===== config.mk =====
export PLATFORM = sky130hd
export DESIGN_NAME = cmp_stats8b_flat
export DESIGN_NICKNAME = d
export VERILOG_FILES = /design/src/rtl/cmp_stats8b_if.sv /design/src/rtl/cmp_stats8b.sv /design/src/flat_wrapper.sv
export SDC_FILE = /design/constraint.sdc
export NUM_CORES = 1
export LEC_CHECK = 0
export ABC_AREA = 1
export CORE_ASPECT_RATIO = 0.5
export CORE_MARGIN = 2
export CORE_UTILIZATION = 40
export DETAILED_ROUTE_END_ITERATION = 12
export GPL_ROUTABILITY_DRIVEN = 0
export HOLD_SLACK_MARGIN = 0.03
export MAX_ROUTING_LAYER = met4
export PLACE_DENSITY = 0.67
export SYNTH_ARGS = -nofsm -noshare
export SYNTH_HDL_FRONTEND = slang
export SYNTH_SLANG_ARGS = --single-unit

===== constraint.sdc =====
create_clock -name clk -period 3.1 [get_ports clk]
set_input_delay 0.62 -clock clk [delete_from_list [all_inputs] [get_ports clk]]
set_output_delay 0.62 -clock clk [all_outputs]
set_load 0.01 [all_outputs]

===== src/rtl/cmp_stats8b_if.sv =====
// cmp_stats8b_if
// Groups the sample stream, the stats clear, the report handshake and the
// report payload of cmp_stats8b into one bundle. The upstream and the
// report consumer sit on the master side; the stats stage uses the slave side.
//   clear                      stats clear / abort window
//   in_valid, in_ready         sample handshake
//   A, B                       operands as fed to the comparator
//   A_greater_B/equal/less     comparator result flags
//   report_valid, report_ready window report handshake
//   gt_cnt, eq_cnt, lt_cnt     outcome counts of the window
//   max_val                    largest winning operand of the window
//   flag_err                   sticky non-one-hot flag indication
interface cmp_stats8b_if #(
  parameter int WIDTH = 8,
  parameter int CNT_W = 8
);
  logic             clear;
  logic             in_valid;
  logic             in_ready;
  logic [WIDTH-1:0] A;
  logic [WIDTH-1:0] B;
  logic             A_greater_B;
  logic             A_equal_B;
  logic             A_less_B;
  logic             report_valid;
  logic             report_ready;
  logic [CNT_W-1:0] gt_cnt;
  logic [CNT_W-1:0] eq_cnt;
  logic [CNT_W-1:0] lt_cnt;
  logic [WIDTH-1:0] max_val;
  logic             flag_err;

  modport master (
    output clear, in_valid, A, B, A_greater_B, A_equal_B, A_less_B, report_ready,
    input  in_ready, report_valid, gt_cnt, eq_cnt, lt_cnt, max_val, flag_err
  );

  modport slave (
    input  clear, in_valid, A, B, A_greater_B, A_equal_B, A_less_B, report_ready,
    output in_ready, report_valid, gt_cnt, eq_cnt, lt_cnt, max_val, flag_err
  );
endinterface


===== src/rtl/cmp_stats8b.sv =====
// cmp_stats8b
// Windowed statistics stage behind an 8-bit magnitude comparator. Counts
// greater/equal/less outcomes over WIN accepted samples, tracks the largest
// winning operand, and then holds a report until the consumer takes it.
// Ports:
//   clk  rising-edge clock
//   rst  synchronous active-high reset
//   bus  cmp_stats8b_if slave side (sample stream, clear, report handshake)
// All outputs come from registers or from the state register alone.
module cmp_stats8b #(
  parameter int WIDTH = 8,
  parameter int CNT_W = 8,
  parameter int WIN   = 16
) (
  input  logic          clk,
  input  logic          rst,
  cmp_stats8b_if.slave  bus
);

  typedef enum logic {ACCUM = 1'b0, REPORT = 1'b1} state_t;

  localparam logic [CNT_W-1:0] WIN_C = CNT_W'(WIN);

  state_t           state_q, state_d;
  logic [CNT_W-1:0] smp_q, smp_d;
  logic [CNT_W-1:0] gt_q, gt_d;
  logic [CNT_W-1:0] eq_q, eq_d;
  logic [CNT_W-1:0] lt_q, lt_d;
  logic [WIDTH-1:0] max_q, max_d;
  logic             err_q, err_d;

  logic [2:0]       flags;
  logic             flags_ok;
  logic             wipe;
  logic [WIDTH-1:0] winner;

  always_ff @(posedge clk) begin
    if (rst) begin
      state_q <= ACCUM;
      smp_q   <= '0;
      gt_q    <= '0;
      eq_q    <= '0;
      lt_q    <= '0;
      max_q   <= '0;
      err_q   <= 1'b0;
    end else begin
      state_q <= state_d;
      smp_q   <= smp_d;
      gt_q    <= gt_d;
      eq_q    <= eq_d;
      lt_q    <= lt_d;
      max_q   <= max_d;
      err_q   <= err_d;
    end
  end

  always_comb begin
    state_d  = state_q;
    smp_d    = smp_q;
    gt_d     = gt_q;
    eq_d     = eq_q;
    lt_d     = lt_q;
    max_d    = max_q;
    err_d    = err_q;

    flags    = {bus.A_greater_B, bus.A_equal_B, bus.A_less_B};
    flags_ok = $onehot(flags);
    // A wins ties, so equal samples contribute A.
    winner   = (bus.A_greater_B || bus.A_equal_B) ? bus.A : bus.B;

    // clear aborts everything; a taken report starts the next window clean.
    wipe     = bus.clear || ((state_q == REPORT) && bus.report_ready);

    if (wipe) begin
      state_d = ACCUM;
      smp_d   = '0;
      gt_d    = '0;
      eq_d    = '0;
      lt_d    = '0;
      max_d   = '0;
      err_d   = 1'b0;
    end else if ((state_q == ACCUM) && bus.in_valid) begin
      // Malformed samples still consume a window slot.
      smp_d = smp_q + CNT_W'(1);
      if (flags_ok) begin
        if (bus.A_greater_B)    gt_d = gt_q + CNT_W'(1);
        else if (bus.A_equal_B) eq_d = eq_q + CNT_W'(1);
        else                    lt_d = lt_q + CNT_W'(1);
        if (winner > max_q) max_d = winner;
      end else begin
        err_d = 1'b1;
      end
      if (smp_d == WIN_C) state_d = REPORT;
    end
  end

  assign bus.in_ready     = (state_q == ACCUM);
  assign bus.report_valid = (state_q == REPORT);
  assign bus.gt_cnt       = gt_q;
  assign bus.eq_cnt       = eq_q;
  assign bus.lt_cnt       = lt_q;
  assign bus.max_val      = max_q;
  assign bus.flag_err     = err_q;

endmodule

===== src/flat_wrapper.sv =====
// flat-port wrapper written by rule: the top's interface ports become plain ports
module cmp_stats8b_flat 
#(
  parameter int WIDTH = 8,
  parameter int CNT_W = 8,
  parameter int WIN   = 16
)
  (clk, rst, bus_clear, bus_in_valid, bus_A, bus_B, bus_A_greater_B, bus_A_equal_B, bus_A_less_B, bus_report_ready, bus_in_ready, bus_report_valid, bus_gt_cnt, bus_eq_cnt, bus_lt_cnt, bus_max_val, bus_flag_err);
  cmp_stats8b_if #(.WIDTH(WIDTH), .CNT_W(CNT_W)) bus_i ();
  input  logic clk;
  input  logic rst;
  input wire logic [$bits(bus_i.clear)-1:0] bus_clear;
  input wire logic [$bits(bus_i.in_valid)-1:0] bus_in_valid;
  input wire logic [$bits(bus_i.A)-1:0] bus_A;
  input wire logic [$bits(bus_i.B)-1:0] bus_B;
  input wire logic [$bits(bus_i.A_greater_B)-1:0] bus_A_greater_B;
  input wire logic [$bits(bus_i.A_equal_B)-1:0] bus_A_equal_B;
  input wire logic [$bits(bus_i.A_less_B)-1:0] bus_A_less_B;
  input wire logic [$bits(bus_i.report_ready)-1:0] bus_report_ready;
  output wire logic [$bits(bus_i.in_ready)-1:0] bus_in_ready;
  output wire logic [$bits(bus_i.report_valid)-1:0] bus_report_valid;
  output wire logic [$bits(bus_i.gt_cnt)-1:0] bus_gt_cnt;
  output wire logic [$bits(bus_i.eq_cnt)-1:0] bus_eq_cnt;
  output wire logic [$bits(bus_i.lt_cnt)-1:0] bus_lt_cnt;
  output wire logic [$bits(bus_i.max_val)-1:0] bus_max_val;
  output wire logic [$bits(bus_i.flag_err)-1:0] bus_flag_err;
  assign bus_i.clear = bus_clear;
  assign bus_i.in_valid = bus_in_valid;
  assign bus_i.A = bus_A;
  assign bus_i.B = bus_B;
  assign bus_i.A_greater_B = bus_A_greater_B;
  assign bus_i.A_equal_B = bus_A_equal_B;
  assign bus_i.A_less_B = bus_A_less_B;
  assign bus_i.report_ready = bus_report_ready;
  assign bus_in_ready = bus_i.in_ready;
  assign bus_report_valid = bus_i.report_valid;
  assign bus_gt_cnt = bus_i.gt_cnt;
  assign bus_eq_cnt = bus_i.eq_cnt;
  assign bus_lt_cnt = bus_i.lt_cnt;
  assign bus_max_val = bus_i.max_val;
  assign bus_flag_err = bus_i.flag_err;
  cmp_stats8b #(.WIDTH(WIDTH), .CNT_W(CNT_W), .WIN(WIN)) u_core (.clk(clk), .rst(rst), .bus(bus_i));
endmodule

# [Yosys cells after proc, flatten, opt, wreduce, memory -nomap -nowiden]
# Cells that the tools add are included.
[word_totals] ff_bits=42 in_bits=24 out_inout_bits=35 wordCells=32
[op_classes] add_sub_neg=6 magnitude_cmp=1 eq_ne=2 n_mux=1 bitwise=4 n_reduce_logical=11
[ops] op="$add A8 B1 Y8 const B" n=4
[ops] op="$eq A8 B5 Y1 const B" n=1
[ops] op="$gt A8 B8 Y1" n=1
[ops] op="$mux W8" n=1
[ops] op="$reduce_and A4 Y1" n=2
[ops] op="$reduce_and A3 Y1" n=2
[ops] op="$not A1 Y1" n=4
[ops] op="$reduce_and A2 Y1" n=2
[ops] op="$add A1 B1 Y2" n=1
[ops] op="$add A2 B1 Y2" n=1
[ops] op="$eq A2 B1 Y1 const B" n=1
[ops] op="$logic_and A1 B1 Y1" n=2
[ops] op="$logic_or A1 B1 Y1" n=2
[ops] op="$reduce_or A2 Y1" n=1

# [Longest topological paths before layout]
# Gate-level depths: netlist of run 1.
[logic_depth] ltp_word=5 ltp_mapped=14 ltp_nobuf=14

# [Least setup slack after synthesis of run 1]
# OpenSTA, ideal clock, no wires.
[synth_timing] kind="input-to-reg" start="in bus_A_equal_B" end="reg u_core.max_q[1] (netlist: u_core.bus.max_val[1])" setup_time_ps=132 arrival_time_ps=2154 required_ps=2968 setup_slack_ps=814 cell_stages=12 path_buffers=0 path_cell_list="nor2_4 inv_1 nand2_1 nand2_1 ha_1 nand2_1 nor2_1 nand2_1 nand2_1 nand2_2 nand2_1 a21oi_1"
[synth_between] elab_chain_len=4 word_cells_on_any_way=7 cone_classes="add/sub (2); order compare (1); eq/ne (1); mux (1); reduce/logical (2)"
[synth_lines] item="start: declaration" line="flat_wrapper.sv:17" rtl="input wire logic [$bits(bus_i.A_equal_B)-1:0] bus_A_equal_B;"
[synth_lines] item="$logic_or A1 B1 Y1" line="cmp_stats8b.sv:69" rtl="winner = (bus.A_greater_B || bus.A_equal_B) ? bus.A : bus.B;"
[synth_lines] item="$mux W8" line="cmp_stats8b.sv:69"
[synth_lines] item="named net u_core.winner[7]" line="cmp_stats8b.sv:35" rtl="logic [WIDTH-1:0] winner;"
[synth_lines] item="$gt A8 B8 Y1" line="cmp_stats8b.sv:89" rtl="if (winner > max_q) max_d = winner;"
[synth_lines] item="$reduce_and A3 Y1 (no line)"
[synth_lines] item="end signal: assignment" line="cmp_stats8b.sv:52" rtl="max_q <= max_d;"
[synth_lines] item="end: declaration" line="cmp_stats8b.sv:29" rtl="logic [WIDTH-1:0] max_q, max_d;"
# The timed path passes the listed nets, and every way through them passes these cells.
# A chain may end at the register's enable or synchronous reset.

# [Final worst setup path of run 1]
[layout_timing] start="in bus_A_equal_B" end="reg u_core.max_q[6] (netlist: u_core.bus.max_val[6])"
[layout_between] elab_chain_len=4 word_cells_on_any_way=7 cone_classes="add/sub (2); order compare (1); eq/ne (1); mux (1); reduce/logical (2)"
[layout_lines] item="$logic_or A1 B1 Y1 / $add A1 B1 Y2 (equally long branches)" line="cmp_stats8b.sv:69, cmp_stats8b.sv:67"
[layout_lines] item="$mux W8 / $add A2 B1 Y2 (equally long branches)" line="cmp_stats8b.sv:69, cmp_stats8b.sv:67"
[layout_lines] item="$gt A8 B8 Y1 / $eq A2 B1 Y1 (equally long branches)" line="cmp_stats8b.sv:89, cmp_stats8b.sv:67"
[layout_lines] item="$reduce_and A3 Y1 (no line)"
# Several ways; a longest one is shown, not always the timed one.

==> impl_results.md, run 1 <==
- Core Box Area: 5587 µm²
- Crit share post-route: 0.8602
- Initial DRT Pass Iterations: 4
- Die area: 6584 µm²
- Post-CTS setup buffer count: 0
- CTS Buf Count: 5
- Initial Utilization: 0.4235
- Setup TNS: 0 ns
- First-pass GRT wire length: ~9300 µm
- Footprint of the multi-input gates: 1309 µm²
- Diode count: 0
- Vias in the first global route: 2,132
- Placed cell areas: 3043 µm²
- Period minus WS final: between 2 and 3 ns
- GR Util All Layers: 0.1842
- Outcome: finished clean
- RR Startpoint: u_core.bus.max_val[7]$_SDFFE_PP0P_
- Most frequent CP cell: nand2_1
- Antenna viol nets, final: 0
- Crit-path leading delay family: simple AND/OR/NAND/NOR gates
- Max_cap viols: 0
- Commonest non-fill, non-tap cell in the layout: nand2_1
- Lkg Pwr: 1.273 nW
- VDD IR-drop max: 0.2142 mV
- Post-synthesis register bit count: 42
- Synth warn: 0
- Post-synthesis sequential area ratio: 0.3554
- Via count: ~2.3k
- Worst setup EP type: register
- Final Hold Viols: 0
- Buf/Inv on CP: 3
- Cell taking the most area after synthesis: dfxtp_1
- Syn_nets: around 380
- Final max-slew violation count: 0
- Worst-path cell chain: clkdlybuf4s50_1, nor2_4, buf_4, mux2i_1, ha_1, inv_1, nand2_1, nand2_1, nand2_1, nand2_1, nand2_1, nand2_1, nand2_2, nand2_1, a21oi_1
- Die H: around 58 µm
- Mapped cell area: 2366 µm²
- Final nets: 447
- # fillers: 524
- CP required: 3.32 ns
- CP max-delay cell: clkdlybuf4s50_1
- Slew margin rel.: 0.6473
- Hold_buf cts: 0
- Syn Area/Cell: 6.858 µm²
- Crit path DAT: 2.88 ns
- Worst setup SP type: input port
- Final Skew: 0.004091 ns
- CTS tree: yes
- Vias/cell: 4.803
- I/O pin cnt: 59
- Share of the synthesized area in the top cell type: 0.3554
- DRT iter0 DRCs: about 100
- Unrepaired setup endpoints after global routing: false
- Max clock buf depth: 2
- Drt wl/cell: 11.22 µm
- Clock latency at the later pin of the worst-skew pair: 0.29 ns
- Post-Syn Instances: 345
- Power per cell area: 382.4 nW/µm²
- Post-DP HPWL: just over 4000 µm
- Pin count of the biggest net entering global routing: 25
- Worst path max stage delay: 0.54 ns
- Final Instance Area: ~3200 µm²
- Register area: 840.8 µm²
- Width of the die: 112.8 µm
- Final WL: 5418 µm
- Row cnt: 19
- Share of layout cells above drive strength 1: 0.06098
- CTS root buffer: clkbuf_16
- Clock transition at path regs: 0.06 ns
- Slew @ Worst Pin: ~0.53 ns
- Total grt overflow: 0
- Worst setup path startpoint: bus_A_equal_B
- CTS Sinks: 42
- Hold crit path type: reg -> reg
- Highest fanout seen on the critical path: 10
- Htree depth: 2
- Fmax: between 300 and 400 MHz
- Initial antenna violation count: 0
- Min-delay src: u_core.bus.flag_err$_SDFFE_PP0P_
- IO buf count: 58
- Most frequent cells in the layout: 95 x nand2_1, 58 x clkdlybuf4s50_1, 50 x inv_1
- CTS resizes: 0
- Layout area overhead: 34.80%
- Post-synth cell types: 31
- DRC: 0
- Top post-synthesis cells by area: dfxtp_1 36%, nand2_1 15%, inv_1 7.9%, a21oi_1 7.0%, ha_1 6.9%
- Final setup vio count: 0
- Worst setup path category: in -> reg
==> final timing paths <==
| path | endpoint | slack (ns) | cells past startpoint |
|---|---|---|---|
| worst max-delay path | u_core.bus.max_val[6]$_SDFFE_PP0P_ | 0.43 | 15 |
| worst min-delay path | u_core.bus.flag_err$_SDFFE_PP0P_ | 0.47 | 2 |
| worst max register to register | u_core.bus.max_val[6]$_SDFFE_PP0P_ | 1.42 | 9 |
| worst min register to register | u_core.bus.flag_err$_SDFFE_PP0P_ | 0.47 | 2 |
==> routing by layer <==
layer | share of wire | GRT usage | up-vias
li1 | - | - | 1226
met1 | 0.47 | 0.2152 | 1045
met4 | 0.0074 | 0.06794 | 0
met2 | 0.47 | 0.3105 | 47
met5 | 0 | - | -
met3 | 0.051 | 0.05046 | 2
==> sequential cells by signal, indices dropped and copies added (netlist names) <==
name and cells:
u_core.bus.eq_cnt 8, u_core.bus.flag_err 1, u_core.bus.gt_cnt 8, u_core.bus.lt_cnt 8
u_core.bus.max_val 8, u_core.bus.report_valid 1, u_core.smp_q 8
==> kinds of logic after synthesis <==
group,share of synthesized area
and+or+nand+nor,0.3178
AOI/OAI and AO/OA,0.1317
buffers and inverters,0.09149
DFF,0.3554
adders and majority gates,0.07721
xor gates and xnor gates,0.02221
muxes,0.004231
==> cell type report <==
class	instances	area share
well taps	73	0.02864
clock inverters	3	0.006669
inverters	53	0.06238
clock buffers	5	0.03923
flip-flops and latches	42	0.2636
multi-input cells	246	0.4104
repair buffers	61	0.1891
==> per-stage QoR <==
| step | std cells | hold slack, ns | total power [mW] | worst slack [ns] | utilization |
|---|---|---|---|---|---|
| CTS | 483 | 0.4784 | 1.243 | 0.4470 | 0.5709 |
| global route | 483 | 0.5058 | 1.289 | 0.2165 | 0.5709 |
| detailed placement | 475 | 0.4620 | 0.7134 | 0.1443 | 0.5447 |
| global placement | 475 | 0.4529 | 0.7116 | 0.1811 | 0.5447 |
| finish | 483 | 0.4718 | 1.220 | 0.4335 | 0.5709 |
| floorplan | 345 | 0.4826 | 0.6522 | 0.8140 | - |
==> tightest hold or removal path, stage by stage (launching register included) <==
cell and delay (ns):
dfxtp_1 0.33, a21oi_1 0.04, nor2_1 0.07
==> report_power, final <==
group	switching [mW]	internal, mW
combinational	0.0824	0.0673
clock	0.220	0.298
sequential	0.00603	0.546
==> Yosys cell counts (all sizes together) <==
cell	instances
dfxtp	42
nand3	21
nor2	37
xor2	4
nand3b	1
nand2	98
fa	1
mux2i	1
o21a	1
ha	13
o21ai	17
nor3	6
inv	53
a21o	1
a21oi	34
xnor2	2
o21bai	1
o211ai	2
buf	2
a211oi	1
nand4	5
clkbuf	2
Power figures use the tool's default switching activity.
==> run 2, diff against run 1 <==
Settings changed: RECOVER_POWER set to 50.
==> run 2 against run 1 <==
  * Combinational power is essentially flat
  * Setup slack lost 0.016 ns
  * Design area shrank 0.12%
  * Sequential cell count is the same
  * Maximum frequency shrank 0.58%
  * Critical endpoint unchanged
  * Largest cell class unchanged
==> impl_results.md, run 2 (same netlist as run 1, synthesis figures left out) <==
- Placed cell areas: 3043 µm²
- Htree depth: 2
- Fin util: 0.5702
- Crit path DAT: roughly 2.8 ns
- CTS root buffer: clkbuf_16
- Slew margin rel.: 0.2375
- DRT iter0 DRCs: 125
- Dpl cells: 475
- Vias/cell: slightly below 5
- GR Util All Layers: 0.1842
- Clock transition at path regs: 0.06 ns
- Row cnt: 19
- Initial DRT Pass Iterations: 4
- Setup TNS: 0 ns
- Slew @ Worst Pin: 1.144 ns
- Core Box Area: 5587 µm²
- Hold_buf cts: 0
- Power per cell area: 383.0 nW/µm²
- CTS tree: yes
- CTS Sinks: between 40 and 50
- Final Hold Viols: 0
- Fmax: 372.8 MHz
- DRC: 0
- Lkg Pwr: 1.373 nW
- Final Instance Area: 3186 µm²
- Via count: between 2k and 2.5k
- CP max-delay cell: clkdlybuf4s50_1
- Vias in the first global route: 2,132
- Total grt overflow: 0
- Initial Utilization: 0.4235
- Hold crit path type: reg -> reg
- I/O pin cnt: 59
- CTS resizes: 0
- Unrepaired setup endpoints after global routing: false
- Highest fanout seen on the critical path: 10
- Worst setup EP type: register
- Buf/Inv on CP: 2
- Worst setup path category: in -> reg
- Die area: roughly 6600 µm²
- Max_cap viols: 0
- Initial antenna violation count: 0
- Final Skew: ~0.0050 ns
- Final setup vio count: 0
- CTS Buf Count: 5
- IO buf count: 58
- # fillers: 524
- Final max-slew violation count: 0
- Width of the die: 112.8 µm
- Die H: between 50 and 60 µm
- Worst-path cell chain: clkdlybuf4s50_1, nor2_4, buf_4, mux2i_1, ha_1, nand2_1, nor2_1, a21oi_4, nand2_2, nand2_1, a21oi_1
- Share of layout cells above drive strength 1: 0.05854
- Most frequent CP cell: nand2_1
- CP required: around 3.2 ns
- Max clock buf depth: 2
- Final WL: 5450 µm
- Worst setup SP type: input port
- Layout area overhead: 34.64%
- Final total power: ~1.2 mW
- Drt wl/cell: 11.28 µm
- Antenna viol nets, final: 0
- Final nets: 447
- Outcome: finished clean
- Post-DP HPWL: 4149 µm
- Crit share post-route: 0.8652
- Pin count of the biggest net entering global routing: 25
- Crit-path leading delay family: buffers and inverters
- Post-CTS setup buffer count: 0
- Most frequent cells in the layout: 95 x nand2_1, 50 x inv_1, 42 x dfxtp_1
- Period minus WS final: between 2 and 3 ns
- Diode count: 0
- VDD IR-drop max: 0.2142 mV
- First-pass GRT wire length: 9315 µm
- Clock latency at the later pin of the worst-skew pair: 0.29 ns
- Commonest non-fill, non-tap cell in the layout: nand2_1
- Non-Filler Instances: roughly 480
- Worst path max stage delay: 0.54 ns
run 2: layer usage:
layer | up-vias | global-route usage | part of all wire
li1 | 1224 | - | -
met1 | 1047 | 0.2152 | 0.48
met2 | 46 | 0.3105 | 0.47
met3 | 2 | 0.05046 | 0.042
met4 | 0 | 0.06794 | 0.0073
met5 | - | - | 0
run 2: where the power goes:
part / leakage [nW] / internal (mW) / switching, mW / total (mW)
Sequential: 0.339 / 0.546 / 0.00595 / 0.552
Combinational: 0.964 / 0.0655 / 0.0826 / 0.148
Clock: 0.0698 / 0.298 / 0.222 / 0.520
Total: 1.37 / 0.910 / 0.311 / 1.22
run 2: path summary, 6_finish.rpt:
kind | from | to | slack, ns | cells after the start
min | u_core.bus.flag_err$_SDFFE_PP0P_ | u_core.bus.flag_err$_SDFFE_PP0P_ | 0.47 | 2
max reg2reg | u_core.bus.report_valid$_SDFFE_PP0P_ | u_core.smp_q[6]$_SDFFE_PP0P_ | 1.31 | 6
min reg2reg | u_core.bus.flag_err$_SDFFE_PP0P_ | u_core.bus.flag_err$_SDFFE_PP0P_ | 0.47 | 2
max | bus_A_equal_B | u_core.bus.max_val[6]$_SDFFE_PP0P_ | 0.42 | 11
run 2: worst min-delay path, cell delays in order, from the launching register on:
cell and delay [ns]:
dfxtp_1 0.32, a21oi_1 0.04, nor2_1 0.07
run 2: cell type report:
type / count / area (µm²) / share of cell area
Sequential cell: 42 / 840.8 / 0.2639
Clock buffer: 5 / 125.1 / 0.03928
Tap cell: 73 / 91.34 / 0.02867
Multi-Input combinational cell: 246 / 1309 / 0.4108
Inverter: 53 / 198.9 / 0.06245
Clock inverter: 3 / 21.27 / 0.006677
Timing Repair Buffer: 61 / 599.3 / 0.1881
run 2: through the flow:
| step | setup slack [ns] | hold WS [ns] |
|---|---|---|
| 3_5_place_dp | 0.1443 | 0.4620 |
| 2_1_floorplan | 0.8140 | 0.4826 |
| 5_1_grt | 0.2009 | 0.5032 |
| 3_3_place_gp | 0.1811 | 0.4529 |
| 6_report | 0.4179 | 0.4660 |
| 4_1_cts | 0.4470 | 0.4784 |
